[src/rtl/mult_pkg.sv]
// Shared helpers for the multiplier family: half-width derivation and
// signed-magnitude conversion of operands up to MAX_W bits.
package mult_pkg;

  localparam int MAX_W = 64;

  function automatic int half_width(input int w);
    return w / 2;
  endfunction

  // x holds a w-bit value zero-extended to MAX_W bits
  function automatic logic sign_of(input logic [MAX_W-1:0] x, input int w);
    return x[6'(w - 1)];
  endfunction

  function automatic logic [MAX_W-1:0] abs_of(input logic [MAX_W-1:0] x, input int w);
    return x[6'(w - 1)] ? (~x + MAX_W'(1)) : x;
  endfunction

endpackage

[src/rtl/pp_mult.sv]
// Combinational H x H -> 2H unsigned partial-product multiplier.
module pp_mult #(
  parameter int H = 8
) (
  input  logic [H-1:0]   a_i,
  input  logic [H-1:0]   b_i,
  output logic [2*H-1:0] p_o
);

  assign p_o = (2*H)'(a_i) * (2*H)'(b_i);

endmodule

[src/rtl/pipelined_mult.sv]
// Three-stage signed/unsigned multiplier: sign-magnitude capture, four
// half-width partial products, then recombination with conditional negate.
module pipelined_mult
  import mult_pkg::*;
#(
  parameter int WIDTH = 16,
  parameter int TAG_W = 4
) (
  input  logic               clk,
  input  logic               rst,
  input  logic               in_valid,
  output logic               in_ready,
  input  logic [WIDTH-1:0]   in_a,
  input  logic [WIDTH-1:0]   in_b,
  input  logic               in_signed,
  input  logic [TAG_W-1:0]   in_tag,
  output logic               out_valid,
  input  logic               out_ready,
  output logic [2*WIDTH-1:0] out_p,
  output logic [TAG_W-1:0]   out_tag
);

  localparam int H  = half_width(WIDTH);
  localparam int PW = 2 * WIDTH;

  // Handshake: a transfer happens on any edge where valid && ready. The whole
  // pipe moves together on adv; a stalled full output blocks the input.
  logic adv;

  logic             v1_q, v2_q, v3_q;
  logic [WIDTH-1:0] a1_q, a1_d, b1_q, b1_d;
  logic             neg1_q, neg1_d, neg2_q;
  logic [TAG_W-1:0] tag1_q, tag2_q, tag3_q;
  logic [WIDTH-1:0] ll_q, ll_d, hl_q, hl_d, lh_q, lh_d, hh_q, hh_d;
  logic [PW-1:0]    p_q, p_d;
  logic [WIDTH:0]   mid;
  logic [PW-1:0]    sum;

  assign adv      = !v3_q || out_ready;
  assign in_ready = adv;

  always_comb begin
    a1_d   = in_a;
    b1_d   = in_b;
    neg1_d = 1'b0;
    if (in_signed) begin
      a1_d   = WIDTH'(abs_of(MAX_W'(in_a), WIDTH));
      b1_d   = WIDTH'(abs_of(MAX_W'(in_b), WIDTH));
      neg1_d = sign_of(MAX_W'(in_a), WIDTH) ^ sign_of(MAX_W'(in_b), WIDTH);
    end
  end

  pp_mult #(.H(H)) u_pp_ll (.a_i(a1_q[H-1:0]),     .b_i(b1_q[H-1:0]),     .p_o(ll_d));
  pp_mult #(.H(H)) u_pp_hl (.a_i(a1_q[WIDTH-1:H]), .b_i(b1_q[H-1:0]),     .p_o(hl_d));
  pp_mult #(.H(H)) u_pp_lh (.a_i(a1_q[H-1:0]),     .b_i(b1_q[WIDTH-1:H]), .p_o(lh_d));
  pp_mult #(.H(H)) u_pp_hh (.a_i(a1_q[WIDTH-1:H]), .b_i(b1_q[WIDTH-1:H]), .p_o(hh_d));

  // Middle terms summed one bit wider so their carry survives the shift
  always_comb begin
    mid = {1'b0, hl_q} + {1'b0, lh_q};
    sum = PW'(ll_q) + (PW'(mid) << H) + (PW'(hh_q) << WIDTH);
    p_d = neg2_q ? (~sum + PW'(1)) : sum;
  end

  always_ff @(posedge clk) begin
    if (rst) begin
      v1_q   <= 1'b0;
      v2_q   <= 1'b0;
      v3_q   <= 1'b0;
      a1_q   <= '0;
      b1_q   <= '0;
      neg1_q <= 1'b0;
      neg2_q <= 1'b0;
      tag1_q <= '0;
      tag2_q <= '0;
      tag3_q <= '0;
      ll_q   <= '0;
      hl_q   <= '0;
      lh_q   <= '0;
      hh_q   <= '0;
      p_q    <= '0;
    end else if (adv) begin
      v1_q   <= in_valid;
      a1_q   <= a1_d;
      b1_q   <= b1_d;
      neg1_q <= neg1_d;
      tag1_q <= in_tag;
      v2_q   <= v1_q;
      ll_q   <= ll_d;
      hl_q   <= hl_d;
      lh_q   <= lh_d;
      hh_q   <= hh_d;
      neg2_q <= neg1_q;
      tag2_q <= tag1_q;
      v3_q   <= v2_q;
      p_q    <= p_d;
      tag3_q <= tag2_q;
    end
  end

  assign out_valid = v3_q;
  assign out_p     = p_q;
  assign out_tag   = tag3_q;

endmodule

[config.mk]
export PLATFORM = sky130hd
export DESIGN_NAME = pipelined_mult
export DESIGN_NICKNAME = d
export VERILOG_FILES = /design/src/rtl/mult_pkg.sv /design/src/rtl/pp_mult.sv /design/src/rtl/pipelined_mult.sv
export SDC_FILE = /design/constraint.sdc
export NUM_CORES = 1
export LEC_CHECK = 0
export BUFFER_PORTS_ARGS = -buffer_cell sky130_fd_sc_hd__buf_2
export CORE_MARGIN = 2
export CORE_UTILIZATION = 40
export CTS_CLUSTER_DIAMETER = 150
export DETAILED_ROUTE_END_ITERATION = 7
export PLACE_DENSITY = 0.61
export SYNTH_ARGS = -nofsm -noshare
export SYNTH_HDL_FRONTEND = slang
export SYNTH_HIERARCHICAL = 1
export SYNTH_SLANG_ARGS = --single-unit
[constraint.sdc]
create_clock -name clk -period 5.92 [get_ports clk]
set_input_delay 1.184 -clock clk [delete_from_list [all_inputs] [get_ports clk]]
set_output_delay 1.184 -clock clk [all_outputs]
set_load 0.02 [all_outputs]
# --- Word level (Yosys, flattened, before mapping) ---
# Cells that the tools add are included.
totals:
  out_inout_bits: 38
  word_cells: 37
  input_bits: 41
  ff_bits: 145
op_classes:
  multipliers: 4
  muxes: 6
  bitwise: 4
  add_sub_neg: 6
  n_reduce_logical: 2
op_table:
  columns: ["operator", "count"]
  rows:
  - ["$mul A8 B8 Y16", 4]
  - ["$mux W16", 4]
  - ["$add A16 B1 Y16 const B", 2]
  - ["$add A26 B32 Y32", 1]
  - ["$add A32 B1 Y32 const B", 1]
  - ["$mux W32", 1]
  - ["$not A16 Y16", 2]
  - ["$not A32 Y32", 1]
  - ["$add A16 B25 Y26", 1]
  - ["$add A16 B16 Y17", 1]
  - ["$logic_not A1 Y1", 1]
  - ["$logic_or A1 B1 Y1", 1]
  - ["$mux W1", 1]
  - ["$xor A1 B1 Y1", 1]

# --- Longest topological paths before layout ---
depth:
  depth_word: 6
  depth_mapped: 24
  mapped_depth_nobuf: 24

# --- Modules after synthesis ---
# The synthesis kept the hierarchy.
modules_own_cells:
  columns: ["module", "cells_each", "area_per_inst_um2", "seq_area_each_um2", "n_inst"]
  rows:
  - ["pipelined_mult", 1078, 8303.0, 2902.8, 1]
  - ["pp_mult (u_pp_ll)", 243, 2129.5, 0.0, 1]
  - ["pp_mult (u_pp_lh)", 243, 2125.8, 0.0, 1]
  - ["pp_mult (u_pp_hh)", 243, 2114.5, 0.0, 1]
  - ["pp_mult (u_pp_hl)", 243, 2110.8, 0.0, 1]

# --- Worst setup path before layout ---
# OpenSTA, ideal clock, no wires.
synth_path:
  kind: "register to register"
  start: "reg hl_q[0]"
  end: "reg p_q[30], in the netlist out_p[30]"
  path_slack_ns: 1.239
  path_buffers: 1
  t_arrival_ns: 4.538
  stages_incl_launch_ff: 25
  period_less_slack_ns: 4.681
  t_required_ns: 5.777
  cell_sequence: "dfxtp_1 > ha_1 > inv_1 > fa_1 > nor2b_1 > o21ai_0 > a21boi_0 > o21ai_0 > nand2b_1 > a21o_1 > a41oi_1 > nor2b_1 > xnor2_1 > ha_1 > clkbuf_1 > nand2_1 > or4_1 > o211ai_1 > o21ai_0 > o21ai_0 > nand4b_2 > or4_4 > o31ai_2 > xnor2_1 > a21oi_1"
synth_between:
  elab_chain_cells: 6
synth_rtl:
  columns: ["element", "line_no", "rtl"]
  rows:
  - ["start, declared", "pipelined_mult.sv:34", "logic [WIDTH-1:0] ll_q, ll_d, hl_q, hl_d, lh_q, lh_d, hh_q, hh_d;"]
  - ["start signal, assigned", "pipelined_mult.sv:90", "hl_q <= hl_d;"]
  - ["$add A16 B16 Y17 *", "pipelined_mult.sv:60", "mid = {1'b0, hl_q} + {1'b0, lh_q};"]
  - ["$add A16 B25 Y26 *", "pipelined_mult.sv:61", "sum = PW'(ll_q) + (PW'(mid) << H) + (PW'(hh_q) << WIDTH);"]
  - ["$add A26 B32 Y32 *", "pipelined_mult.sv:61", null]
  - ["$not A32 Y32", "pipelined_mult.sv:62", "p_d = neg2_q ? (~sum + PW'(1)) : sum;"]
  - ["$add A32 B1 Y32", "pipelined_mult.sv:62", null]
  - ["$mux W32 *", "pipelined_mult.sv:62", null]
  - ["end signal, assigned", "pipelined_mult.sv:96", "p_q <= p_d;"]
  - ["end, declared", "pipelined_mult.sv:35", "logic [PW-1:0] p_q, p_d;"]
# Mark *: on every way between the ends. The rest lies on a longest branch, timed or not.
# A chain may end at the register's enable or synchronous reset.

# --- Worst setup path after layout ---
layout_path:
  start: "reg hl_q[1]"
  end: "reg p_q[30], in the netlist out_p[30]"
# The elaborated chain is that of the path after synthesis.

==> metrics.txt <==
status finished, final reports clean; Initial Util 0.403; Seq/Total Area, Yosys 0.173; post-route ant nets 0; CP Max Fanout 6; TNS Setup 0 ns; CTS Hold Bufs 0; dominant synthesized flop cell dfxtp_1; Mapped Cells 2050; EDFF count, synth 0; first-pass GRT wire length 71100 um; top layer in use met5; WL final 41800 um; First-pass DRT Iterations 5; ys async rst share 0; Syn Area/Cell 8.19 um^2; unrepaired setup endpoints after global routing false; row cnt 75; Clock Sinks 145; Post-CTS Setup Bufs 0; fraction of layout cells with a size suffix above 1 0.0812; actual transition at the worst max-transition pin 1.04 ns; clk root buf clkbuf_16; Die Height 209 um; post-synth net total 2420; Static Leakage 0.00893 uW; relative slew slack 0.305; Hold Path Stages 2; H-tree depth 4; DP HPWL 31900 um; Global Route Usage Sum 0.198; CTS Buf Count 17; Worst Skew 0.0114 ns; arrival time worst endpoint 5.49 ns; WL met2 20000 um; die area 43600 um^2; Unique masters post-synth 79; initial antenna violation count 1; R2R setup slack 0.75 ns; CTS tree done; PortBufs 78; Max VDD drop 0.167 mV; DRT iter0 DRCs 576; CP startpoint kind flop; drt via density 5.26; post-CTS sizing 0; DRC errors left 0; Clock Tree Buf Depth 2; Slew Viols, Final 0; routability congestion estimate from global placement 0.869; Setup violations, final 0; Clock transition at path regs 0.07 ns; Filler cells 4220; routed wl met3 1510 um; Period Utilization, post-route 0.873; #FFs+latches synth 145; met1 wire length 19600 um; Routed wire per std cell 15.8 um; I/O Pins 79; vias 13900; type of the worst setup path flop to flop; Hold Vio Cnt, Final 0; vias in the first global route 14500; worst min path class flop to flop; CP Capture Type flop; largest net degree at the start of global routing 155; worst-skew pair later-pin latency 0.45 ns; fin util 0.439; Nets 2464; total global routing overflow 0; Area Overhead vs Synth 9.07%; FMAX 0.194 GHz; Pwr per Cell Area 227 nW/um^2; MaxCap Viol Count 0; total core area 41700 um^2; Worst EP required 6.24 ns; Worst Reg2Reg Path Length in Cells 21; Die W 209 um; post-layout min period 5.17 ns; synthesized area 16800 um^2; Yosys warning total 6
-- path summary, 6_finish.rpt --
| path | start | end |
|---|---|---|
| setup / recovery | hl_q[1]$_SDFFE_PP0P_ | out_p[30]$_SDFFE_PP0P_ |
| hold / removal | out_tag[2]$_SDFFE_PP0P_ | out_tag[2]$_SDFFE_PP0P_ |
| setup reg to reg | hl_q[1]$_SDFFE_PP0P_ | out_p[30]$_SDFFE_PP0P_ |
| hold reg to reg | out_tag[2]$_SDFFE_PP0P_ | out_tag[2]$_SDFFE_PP0P_ |
-- cell usage in the layout (no fill, tap or decap), types with 9 or more instances in the layout --
master     netlist  final
nand2_1        327    327
and2_1         204    204
nor2_1         106    106
xnor2_1         63     63
clkbuf_16        0     17
xor2_1          57     57
a21oi_1        150    150
a211o_1         10     10
a21o_1          19     19
inv_1          219    219
nand4_1         11     11
nor3_1          20     20
a31oi_1         11     11
or3_1            9      9
nand2b_1        10     10
a211oi_1        41     41
ha_1           183    183
o2111ai_1        9      9
o21ai_0         42     42
nand3_1         22     22
buf_2            5     77
o21a_1          21     21
dfxtp_1        145    145
o31ai_1         14     14
and3_1          15     15
fa_1           146    146
-- layer usage --
metal | vias to the layer above | GRT usage
met5 | - | 0
met2 | 261 | 0.346
met4 | 2 | 0.0530
met1 | 6674 | 0.254
met3 | 60 | 0.0308
li1 | 6925 | -
-- Yosys cell counts (all sizes together) (2+ instances only) --
library cell    n  share of area
nand2         328          0.074
and2          204          0.076
a21boi          3         0.0013
o21ai          50          0.015
xnor2          64          0.034
o31a            2         0.0010
nand4          12         0.0054
o21a           21         0.0094
nand3          22         0.0066
nor3b           5         0.0034
xor2           59          0.032
mux2i           2         0.0012
o22ai           4         0.0019
buf            11         0.0037
o211ai          9         0.0055
fa            146           0.17
nor3           23         0.0078
a22o            3         0.0016
nor2b          13         0.0066
o31ai          15         0.0070
o311ai          6         0.0031
or4             9         0.0042
nor2          106          0.024
o41ai           4         0.0021
o22a            4         0.0021
inv           220          0.049
a311oi          8         0.0045
nor4            5         0.0019
clkbuf         50          0.011
a31oi          11         0.0041
a211o          14         0.0076
nand4b          2         0.0014
or2             6         0.0022
a21oi         154          0.047
a221oi          2         0.0014
or3             9         0.0034
ha            183           0.14
o2111ai         9         0.0047
and2b           4         0.0018
a211oi         47          0.023
dfxtp         145           0.17
a21o           19         0.0085
nand2b         10         0.0037
and3           15         0.0056
-- final cells by class --
class	count	area [um^2]	area share
multi-input combinational	1624	12800	0.700
antenna	1	2.50	0.000137
tap	539	674	0.0368
sequential	145	2900	0.159
inverter	220	831	0.0454
clock inverter	14	193	0.0105
timing repair buffer	86	465	0.0254
clock buffer	17	425	0.0232
-- stage by stage --
step	power, uW	worst slack (ns)	hold slack [ns]	std cells	instance area, um^2
floorplan	2540	1.24	0.432	2050	16800
CTS	4190	0.767	0.454	2645	18300
global route	4480	0.270	0.473	2645	18300
global placement	2960	0.868	0.439	2614	17700
finish	4150	0.754	0.451	2646	18300
detailed placement	2990	0.782	0.445	2614	17700
-- state kept, by name, indices dropped and copies added, names as in the netlist --
register / count
neg2_q: 1
hh_q: 16
v2_q: 1
ll_q: 16
out_valid: 1
a1_q: 16
out_tag: 4
b1_q: 16
lh_q: 16
out_p: 32
tag1_q: 4
tag2_q: 4
v1_q: 1
neg1_q: 1
hl_q: 16
-- worst max-delay path, stage by stage, from the launching register on --
cell	delay, ns
dfxtp_1	0.33
ha_1	0.31
a21o_1	0.18
a21oi_1	0.20
o21ai_0	0.11
a21oi_1	0.23
o21bai_1	0.13
a311oi_1	0.34
nor2_1	0.09
a21o_1	0.18
a21oi_1	0.18
xnor2_1	0.17
ha_1	0.27
a21o_1	0.19
a211oi_1	0.36
o21a_1	0.30
o211ai_1	0.21
nand4b_2	0.30
or4_4	0.45
o31ai_2	0.27
xnor2_1	0.15
a21oi_1	0.08
-- power breakdown --
| group | total (uW) | switching, uW | internal [uW] |
|---|---|---|---|
| Combinational | 1710 | 1010 | 698 |
| Sequential | 1260 | 168 | 1100 |
| Clock | 1180 | 503 | 678 |
-- cells by family (layout without fill, tap and decap cells) --
group,after synthesis,count (layout),share of synthesized area
multiplexers,2,2,0.00119
AO/OA/AOI/OAI,391,391,0.154
XOR/XNOR,123,123,0.0655
AND/OR/NAND/NOR,779,779,0.231
other,0,1,0
flip-flops,145,145,0.173
adder cells (fa/ha/maj),329,329,0.311
buffers and inverters,281,337,0.0641
No activity file was read; power rests on OpenSTA's default activity.
